[src/rtl/gpio_lut_loader.sv]
// gpio_lut_loader: turns byte-wide GPIO register writes into word-wide LUT writes
//   clk, rst      : system clock, asynchronous active-low reset
//   gpio_in       : [24] w_clk (async strobe), [23:16] data byte, [15:0] register address
//   lut_wr_en     : one-hot, one-cycle write strobe per channel
//   lut_wr_addr   : LUT index, valid with lut_wr_en, held until the next commit
//   lut_wr_data   : LUT word, valid with lut_wr_en, held until the next commit
//   status        : [15:0] commit count, [16] seq_err, [17] addr_ovf, [18] auto_inc, [22:19] last channel
module gpio_lut_loader #(
  parameter int NUM_CH = 6,
  parameter int ADDR_W = 8,
  parameter int DATA_W = 16,
  parameter logic [15:0] BASE_ADDR = 16'h0040
) (
  input  logic              clk,
  input  logic              rst,
  input  logic [31:0]       gpio_in,
  output logic [NUM_CH-1:0] lut_wr_en,
  output logic [ADDR_W-1:0] lut_wr_addr,
  output logic [DATA_W-1:0] lut_wr_data,
  output logic [31:0]       status
);
  localparam int NB = DATA_W / 8;
  typedef enum logic [1:0] {IDLE, ADDR, DATA, COMMIT} state_t;
  state_t state, nxt;
  logic s1, s2, s3, ev, pend, go, wr, is_d, is_ctrl, clr, err, ld_hi, ld_lo, shf, fin, ovf;
  logic auto_inc, seq_err, addr_ovf, unused;
  logic [23:0] pbuf, wv;
  logic [15:0] off, addr_q, cnt, hi_bits;
  logic [7:0] wb;
  logic [3:0] wch, cur_ch, last_ch;
  logic [2:0] db;
  logic [DATA_W-1:0] word, nword;
  assign ev = s2 & ~s3;
  // an event landing on the COMMIT cycle is parked in pbuf and replayed one cycle later
  assign go = state != COMMIT && (ev || pend);
  assign wv = pend ? pbuf : gpio_in[23:0];
  assign wb = wv[23:16];
  assign off = wv[15:0] - BASE_ADDR;
  assign wch = off[4:1];
  assign is_d = off[0];
  assign wr = go && off < 16'(2 * NUM_CH);
  assign is_ctrl = go && off == 16'(2 * NUM_CH);
  assign clr = is_ctrl && wb[0];
  assign fin = db == 3'(NB - 1);
  assign nword = (word << 8) | DATA_W'(wb);
  // the index is legal when bits [15:ADDR_W-1] are all zeros or all ones
  assign hi_bits = addr_q >> (ADDR_W - 1);
  assign ovf = hi_bits != 16'h0 && hi_bits != (16'hFFFF >> (ADDR_W - 1));
  assign status = {9'h0, last_ch, auto_inc, addr_ovf, seq_err, cnt};
  assign unused = ^gpio_in[31:25];
  always_ff @(posedge clk or negedge rst)
    if (!rst) state <= IDLE;
    else state <= nxt;
  // an addr write is a low byte only when it follows a high byte of the same channel;
  // every other addr write restarts the word as a high byte
  always_comb begin
    nxt = state;
    err = 1'b0;
    ld_hi = 1'b0;
    ld_lo = 1'b0;
    shf = 1'b0;
    if (state == COMMIT) nxt = auto_inc ? DATA : IDLE;
    else if (wr && !is_d) begin
      ld_lo = state == ADDR && wch == cur_ch;
      ld_hi = !ld_lo;
      err = (state == ADDR && wch != cur_ch) || (state == DATA && db != 3'd0);
      nxt = ld_lo ? DATA : ADDR;
    end else if (wr) begin
      shf = state == DATA && wch == cur_ch;
      err = !shf;
      nxt = !shf ? IDLE : fin ? COMMIT : DATA;
    end
    if (clr) nxt = IDLE;
  end
  always_comb lut_wr_en = state == COMMIT ? NUM_CH'(1) << cur_ch : '0;
  always_ff @(posedge clk or negedge rst) begin
    if (!rst) begin
      {s1, s2, s3, pend} <= '0;
      pbuf <= '0;
      addr_q <= '0;
      cnt <= '0;
      word <= '0;
      db <= '0;
      cur_ch <= '0;
      last_ch <= '0;
      seq_err <= 1'b0;
      addr_ovf <= 1'b0;
      auto_inc <= 1'b0;
      lut_wr_addr <= '0;
      lut_wr_data <= '0;
    end else begin
      {s1, s2, s3} <= {gpio_in[24], s1, s2};
      pend <= state == COMMIT && ev;
      if (ev) pbuf <= gpio_in[23:0];
      if (is_ctrl) auto_inc <= wb[1];
      if (err) seq_err <= 1'b1;
      if (ld_hi) begin
        addr_q[15:8] <= wb;
        cur_ch <= wch;
      end
      if (ld_lo) addr_q[7:0] <= wb;
      if (ld_hi || ld_lo) db <= '0;
      if (shf) begin
        word <= nword;
        db <= db + 3'd1;
      end
      if (shf && fin) begin
        lut_wr_addr <= addr_q[ADDR_W-1:0];
        lut_wr_data <= nword;
      end
      if (state == COMMIT) begin
        cnt <= cnt + 16'(cnt != 16'hFFFF);
        addr_ovf <= addr_ovf | ovf;
        last_ch <= cur_ch;
        db <= '0;
        if (auto_inc) addr_q <= addr_q + 16'd1;
      end
      if (clr) begin
        cnt <= '0;
        seq_err <= 1'b0;
        addr_ovf <= 1'b0;
        db <= '0;
      end
    end
  end
endmodule

[config.mk]
export PLATFORM = sky130hd
export DESIGN_NAME = gpio_lut_loader
export DESIGN_NICKNAME = d
export VERILOG_FILES = /design/src/rtl/gpio_lut_loader.sv
export SDC_FILE = /design/constraint.sdc
export NUM_CORES = 1
export LEC_CHECK = 0
export ABC_AREA = 1
export BUFFER_PORTS_ARGS = -buffer_cell sky130_fd_sc_hd__buf_2
export CAP_MARGIN = 20
export CORE_ASPECT_RATIO = 1.75
export CORE_MARGIN = 2
export CORE_UTILIZATION = 30
export CTS_BUF_LIST = sky130_fd_sc_hd__clkbuf_8
export DETAILED_ROUTE_END_ITERATION = 6
export PLACE_DENSITY = 0.6
export SLEW_MARGIN = 30
export SYNTH_ARGS = -nofsm -noshare
export SYNTH_HDL_FRONTEND = slang
export SYNTH_SLANG_ARGS = --single-unit
[constraint.sdc]
create_clock -name clk -period 2.4 [get_ports clk]
set_input_delay 0.24 -clock clk [delete_from_list [all_inputs] [get_ports clk]]
set_output_delay 0.24 -clock clk [all_outputs]
set_load 0.01 [all_outputs]
# [Yosys cells after proc, flatten, opt, wreduce, memory -nomap -nowiden]
# Index checks and enable logic that the tools add are counted.
# W data, S select, Z words.
[totals] ff_bits=108 inputBits=34 output_inout_bits=62 word_cells=95
[op_classes] addsub=4 magnitude_cmp=1 n_eq_ne=10 shift=1 muxes=34 bitwise_logic=4 n_reduce_logical=24
[op_table] cell="$mux W16" n=4
[op_table] cell="$mux W24" n=1
[op_table] cell="$add A16 B1 Y16" n=1
[op_table] cell="$add A16 B1 Y16 const B" n=1
[op_table] cell="$eq A16 B4 Y1 const B" n=1
[op_table] cell="$lt A16 B4 Y1 const B" n=1
[op_table] cell="$mux W8" n=2
[op_table] cell="$ne A16 B16 Y1 const B" n=1
[op_table] cell="$or A16 B8 Y16" n=1
[op_table] cell="$reduce_bool A16 Y1" n=1
[op_table] cell="$sub A16 B7 Y16 const B" n=1
[op_table] cell="$mux W1" n=15
[op_table] cell="$mux W2" n=7
[op_table] cell="$logic_and A1 B1 Y1" n=12
[op_table] cell="$mux W3" n=4
[op_table] cell="$ne A9 B9 Y1 const B" n=1
[op_table] cell="$reduce_bool A4 Y1" n=2
[op_table] cell="$mux W6" n=1
[op_table] cell="$shl A1 B4 Y6 const A" n=1
[op_table] cell="$eq A2 B2 Y1 const B" n=2
[op_table] cell="$eq A4 B4 Y1" n=1
[op_table] cell="$ne A4 B4 Y1" n=1
[op_table] cell="$reduce_bool A2 Y1" n=2
[op_table] cell="$add A3 B1 Y3 const B" n=1
[op_table] cell="other kinds (9)" n=13

# [Logic depth before layout (Yosys ltp)]
[depth] depth_word=13 ltp_mapped=16

# [Worst setup path before layout]
# No wires, ideal clock.
[synth_timing] kind="reg2reg" from="reg cnt[4]" to="reg cnt[14]" setup_ns=0.113 t_arrival_ns=1.945 required_time_ns=2.287 slack_ns=0.342 path_stages_with_launch=16 n_path_buf=0 synth_period_minus_slack_ns=2.058 path_cell_list="dfrtp_1 > nand2_1 > inv_1 > nand2_1 > nor2_1 > nand3_1 > ha_1 > ha_1 > nand3_1 > nor2_1 > nand2_1 > nor2_1 > nand4_1 > xnor2_1 > nand2_1 > inv_1"
[synth_via] elab_chain_len=4
[synth_rtl] element="from (decl)" line="28" text="logic [15:0] off, addr_q, cnt, hi_bits;"
[synth_rtl] element="from (signal assigned)" line="112" text="cnt <= cnt + 16'(cnt != 16'hFFFF);"
[synth_rtl] element="$ne A16 B16 Y1" line="112"
[synth_rtl] element="$add A16 B1 Y16 (*)" line="112"
[synth_rtl] element="$mux W16 (*)" line="111" text="if (state == COMMIT) begin"
[synth_rtl] element="$mux W16 (*)" line="118" text="if (clr) begin"
# Mark *: on every way between the ends. The rest lies on a longest branch, timed or not. The select of a mux whose other input is x is not followed.
# A chain may end at the register's enable or synchronous reset.

# [Worst setup path in the final report]
[layout_timing] from="reg pend" to="reg lut_wr_data[4]"
[layout_via] elab_chain_len=8 elab_cells_between_ends=15 classes_between="1 x add/sub; 1 x order compare; 1 x eq/ne; 4 x mux; 1 x bitwise; 7 x reduce/logical"
[layout_rtl] element="from (decl)" line="25" text="logic s1, s2, s3, ev, pend, go, wr, is_d, is_ctrl, clr, err, ld_hi, ld_lo, shf, fin, ovf;"
[layout_rtl] element="from (signal assigned)" line="93" text="pend <= state == COMMIT && ev;"
[layout_rtl] element="$mux W24" line="36" text="assign wv = pend ? pbuf : gpio_in[23:0];"
[layout_rtl] element="$sub A16 B7 Y16" line="38" text="assign off = wv[15:0] - BASE_ADDR;"
[layout_rtl] element="$lt A16 B4 Y1 / $eq A4 B4 Y1 (equally long branches)" line="41, 69"
[layout_rtl] element="$logic_and A1 B1 Y1 (on tied branches)" line="41, 69"
[layout_rtl] element="$mux W1 / $logic_and A1 B1 Y1 (equally long branches)" line="68, 63"
[layout_rtl] element="$mux W1" line="63" text="else if (wr && !is_d) begin"
[layout_rtl] element="$mux W1" line="62" text="if (state == COMMIT) nxt = auto_inc ? DATA : IDLE;"
[layout_rtl] element="$logic_and A1 B1 Y1" line="107" text="if (shf && fin) begin"
[layout_rtl] element="to (signal assigned)" line="109" text="lut_wr_data <= nword;"
[layout_rtl] element="to (decl)" line="19" text="output logic [DATA_W-1:0] lut_wr_data,"
# Parallel ways exist; a longest one is shown, timed or not.

==> metrics.csv <==
stage,metric,value,unit
grt,first-pass GRT wire length,24040,µm
setup_path,CP Capture Type,flip-flop,
synthesis,combinational family with the most area after synthesis,simple AND/OR/NAND/NOR gates,
sta,Slew HR,0.5352,
drt,drt pass-1 iters,4,
sta,Slew Limit Fails,0,
grt,Total GRT Usage,0.1486,
synthesis,post-synth cell types,38,
clock_tree,Longest Clk Path Bufs,2,
setup_path,Worst Path Arrival,2470,ps
setup_path,worst r2r src,pend,
min_path,Hold Path Sink,pbuf[23],
pwr,Pint,2.361,mW
setup_path,most frequent CP cell,nand2_1,
pwr,P_sw,896.2,µW
synthesis,Cells after Synth,771,
die,Core Area,0.01911,mm²
min_path,hold depth,2,
clock_tree,CTS HTree Levels,3,
run_status,status,"finished, final reports clean",
grt,remaining global-route overflow,0,
sta,Tmin final,2190,ps
synthesis,Post-Synth XOR/XNOR Area,0.01496,
pwr,Sw Share,0.2751,
min_path,Hold Startpoint,gpio_in[23],
die,Die Wd,109.6,µm
synthesis,post-synthesis simple-gate area fraction,0.3175,
drt,final WL,14650,µm
cells_and_area,layout net count,902,
pwr,Leak,3.793,nW
sta,final count of negative-setup-slack endpoints,0,
grt,initial antenna violation count,0,
drt,met1 WL,5826,µm
drt,DRT antenna net count,0,
sta,Fin. Hold Viols,0,
synthesis,Seq cells post-synth,108,
clock_tree,clk_lat worst skew,400,ps
pwr,Clock power frac,0.348,
setup_path,crit path max fanout,12,
clock_tree,CTS Buf Count,9,
placed_design,PortBufs,79,
drt,Post-route DRC,0,
synthesis,largest cells by area after synthesis,"dfrtp_1 46%, nand2_1 16%, inv_1 7.3%",
grt,largest net degree at the start of global routing,58,
synthesis,Compound-Gate Fraction of Synth Area,0.06026,
setup_path,worst reg-to-reg setup slack,210,ps
placed_design,GPL Wtd Cong,0.8697,
cells_and_area,cell area after layout,0.006818,mm²
min_path,Hold WC Path Type,in -> reg,
grt,vias in the first global route,4936,
synthesis,Post-Synth Adder-Cell Area,0.01282,
drt,WL met2,7754,µm
drt,highest metal used,met4,
sta,setup ws final,209.7,ps
clock_tree,root buffer cell,clkbuf_8,
setup_path,crit-path max cell delay,470,ps
cells_and_area,n_diodes,0,
cells_and_area,Synth-to-Final Area Change,16.43,%
cells_and_area,layout cells sized above 1,0.1915,
clock_tree,CTS clock-pin slew for the worst setup and hold paths,120,ps
die,Ports,96,
synthesis,top cell type's share of synthesized area,0.4615,
drt,via count,5136,
setup_path,crit path cell chain,buf_4 -> nand2_1 -> nand2_1 -> a21oi_2 -> nand3_1 -> nor2_2 -> nand2_1 -> nor3_4 -> buf_4 -> nand2_4 -> nand2_1 -> nand2_1,
sta,Least-Margin Pin Slew,696.4,ps
setup_path,Startpoint Class,flip-flop,
setup_path,r2r worst-path depth,12,
placed_design,Post-DP Area,0.006558,mm²
die,Core Rows,67,
placed_design,DP HPWL,10910,µm
sta,Fmax,0.4566,GHz
synthesis,Synth area leader,dfrtp_1,
run,max-cap violations,0,
setup_path,Crit path required time,2680,ps
synthesis,register area share after synthesis,0.4615,
setup_path,kind of critical path,reg -> reg,
pwr,Logic pwr share,0.067,
sta,period utilisation layout,0.9126,
synthesis,Post-Syn Area,0.005856,mm²
synthesis,Yosys Warn Count,0,
placed_design,pre-CTS setup slack,152.1,ps
pwr,worst vdd ir,0.0002215,V
clock_tree,CTS tree,yes,
setup_path,worst r2r dst,lut_wr_data[4],
setup_path,CP max stage cell,dfrtp_2,
pwr,Reg power frac,0.584,
sta,Worst Skew,21.28,ps
die,Initial Util,0.3064,
drt,DRT iter0 DRCs,280,
drt,vias per cell,4.635,
synthesis,mux share of post-synthesis cell area,0.01731,
drt,DR WL met3,591,µm
pwr,power per cell area,477.8,mW/mm²
synthesis,"Avg Cell Area, Syn",7.595,µm²
clock_tree,clock sinks,108,
die,die area,0.02070,mm²
die,DIE HEIGHT,188.8,µm
drt,DR WL/cell,13.22,µm
-- cells by family after synthesis --
group,after synthesis
compound gates,68
xor+xnor,10
fa+ha+maj,6
buf+inv,153
flops,108
mux,9
other cells,1
simple gates,416
-- registers in the layout (all words and copies together) (netlist names) --
signal       flops
pbuf            24
addr_q          16
cnt             16
lut_wr_data     16
lut_wr_addr      8
word             8
cur_ch           4
last_ch          4
db               3
state            2
addr_ovf         1
auto_inc         1
pend             1
s1               1
s2               1
s3               1
seq_err          1
-- final cells by class --
class / count / area, µm²
Clock inverter: 7 / 65.06
Multi-Input combinational cell: 519 / 2542
Clock buffer: 9 / 123.9
Inverter: 116 / 444.2
Timing Repair Buffer: 108 / 636.9
Sequential cell: 108 / 2704
Fill cell: 2076 / 12300
Tap cell: 241 / 301.5
-- power groups by stage --
| stage | logic [mW] | clock network, mW | registers [mW] |
|---|---|---|---|
| final | 0.219 | 1.13 | 1.90 |
| after global routing | 0.256 | 1.25 | 1.91 |
| after CTS | 0.224 | 1.18 | 1.90 |
| after detailed placement | 0.220 | 0 | 1.94 |
| after global placement | 0.216 | 0 | 1.94 |
| after floorplan | 0.130 | 0 | 1.93 |
-- per-stage QoR --
stage          utilization  power (mW)  std cells  setup TNS, ps  hold slack [ps]
2_1_floorplan            -       2.064        779              0           -55.59
4_1_cts             0.3540       3.306       1106              0            58.64
6_report            0.3567       3.257       1108              0            78.49
3_3_place_gp        0.3431       2.152       1088              0            156.1
3_5_place_dp        0.3431       2.159       1088              0            158.1
5_1_grt             0.3567       3.419       1108         -15.79            58.37
-- worst max-delay path, delay by kind of cell (launching register included) --
kind                   cells  cell delay [ps]
AND/OR/NAND/NOR            9             1080
flip-flops                 1              470
buffers and inverters      2              360
AO/OA/AOI/OAI              1              140
-- layer usage --
metal,global-route usage,vias up
met2,0.2604,120
met5,0,-
met4,0.06670,0
met1,0.1719,2392
met3,0.02698,33
li1,-,2591
-- worst max path at each step --
stage	endpoint	startpoint	cells after the start	slack, ps
2_1_floorplan	cnt[14]	cnt[4]	15	340
3_3_place_gp	addr_q[11]	pend	12	190
3_5_place_dp	addr_q[5]	pend	12	150
4_1_cts	addr_q[5]	pend	12	110
5_1_grt	word[0]	pend	11	-10
6_report	lut_wr_data[4]	pend	12	210
-- cell usage after synthesis --
cell,instances
nand3b_1,1
nand3_4,1
inv_4,1
or2_2,10
nor2_4,2
nand4_4,1
clkbuf_1,9
a21o_1,1
dfrtp_1,108
nor2b_1,1
mux2_2,9
o211ai_1,1
o21ai_0,48
inv_2,1
nand3_1,74
inv_1,114
conb_1,1
nand2_4,1
buf_1,2
nor2_2,1
buf_4,13
nand4_1,18
a21oi_1,8
nor3_1,10
xor2_1,8
xnor2_1,2
buf_2,8
nand3_2,4
nor3_4,1
and3b_1,1
o21ai_1,7
buf_6,5
a21boi_0,3
ha_1,6
nand2_2,3
nor4_1,4
nand2_1,245
nor2_1,38
-- cell usage in the layout (no fill, tap or decap), types with 3 or more instances in the layout --
master    netlist  layout
a21boi_0        3       3
a21oi_1         8       7
buf_2           8      78
buf_4          13      26
clkbuf_8        0       9
conb_1          1       9
dfrtp_1       108     107
ha_1            6       6
inv_1         114     112
inv_6           0       4
mux2_2          9       9
nand2_1       245     245
nand2_2         3       3
nand3_1        74      74
nand3_2         4       4
nand4_1        18      18
nor2_1         38      35
nor2_2          1       3
nor2_4          2       3
nor3_1         10       9
nor4_1          4       4
o21ai_0        48      47
o21ai_1         7       8
or2_2          10      10
xor2_1          8       8
-- repair_timing --
action                                  CTS  global route
endpoints found under the hold margin    20             0
endpoints found under the setup margin    0            47
buffers inserted                          0             1
gates resized for setup                   0            13
hold buffers                              2             0
No activity file was read; power rests on OpenSTA's default activity.
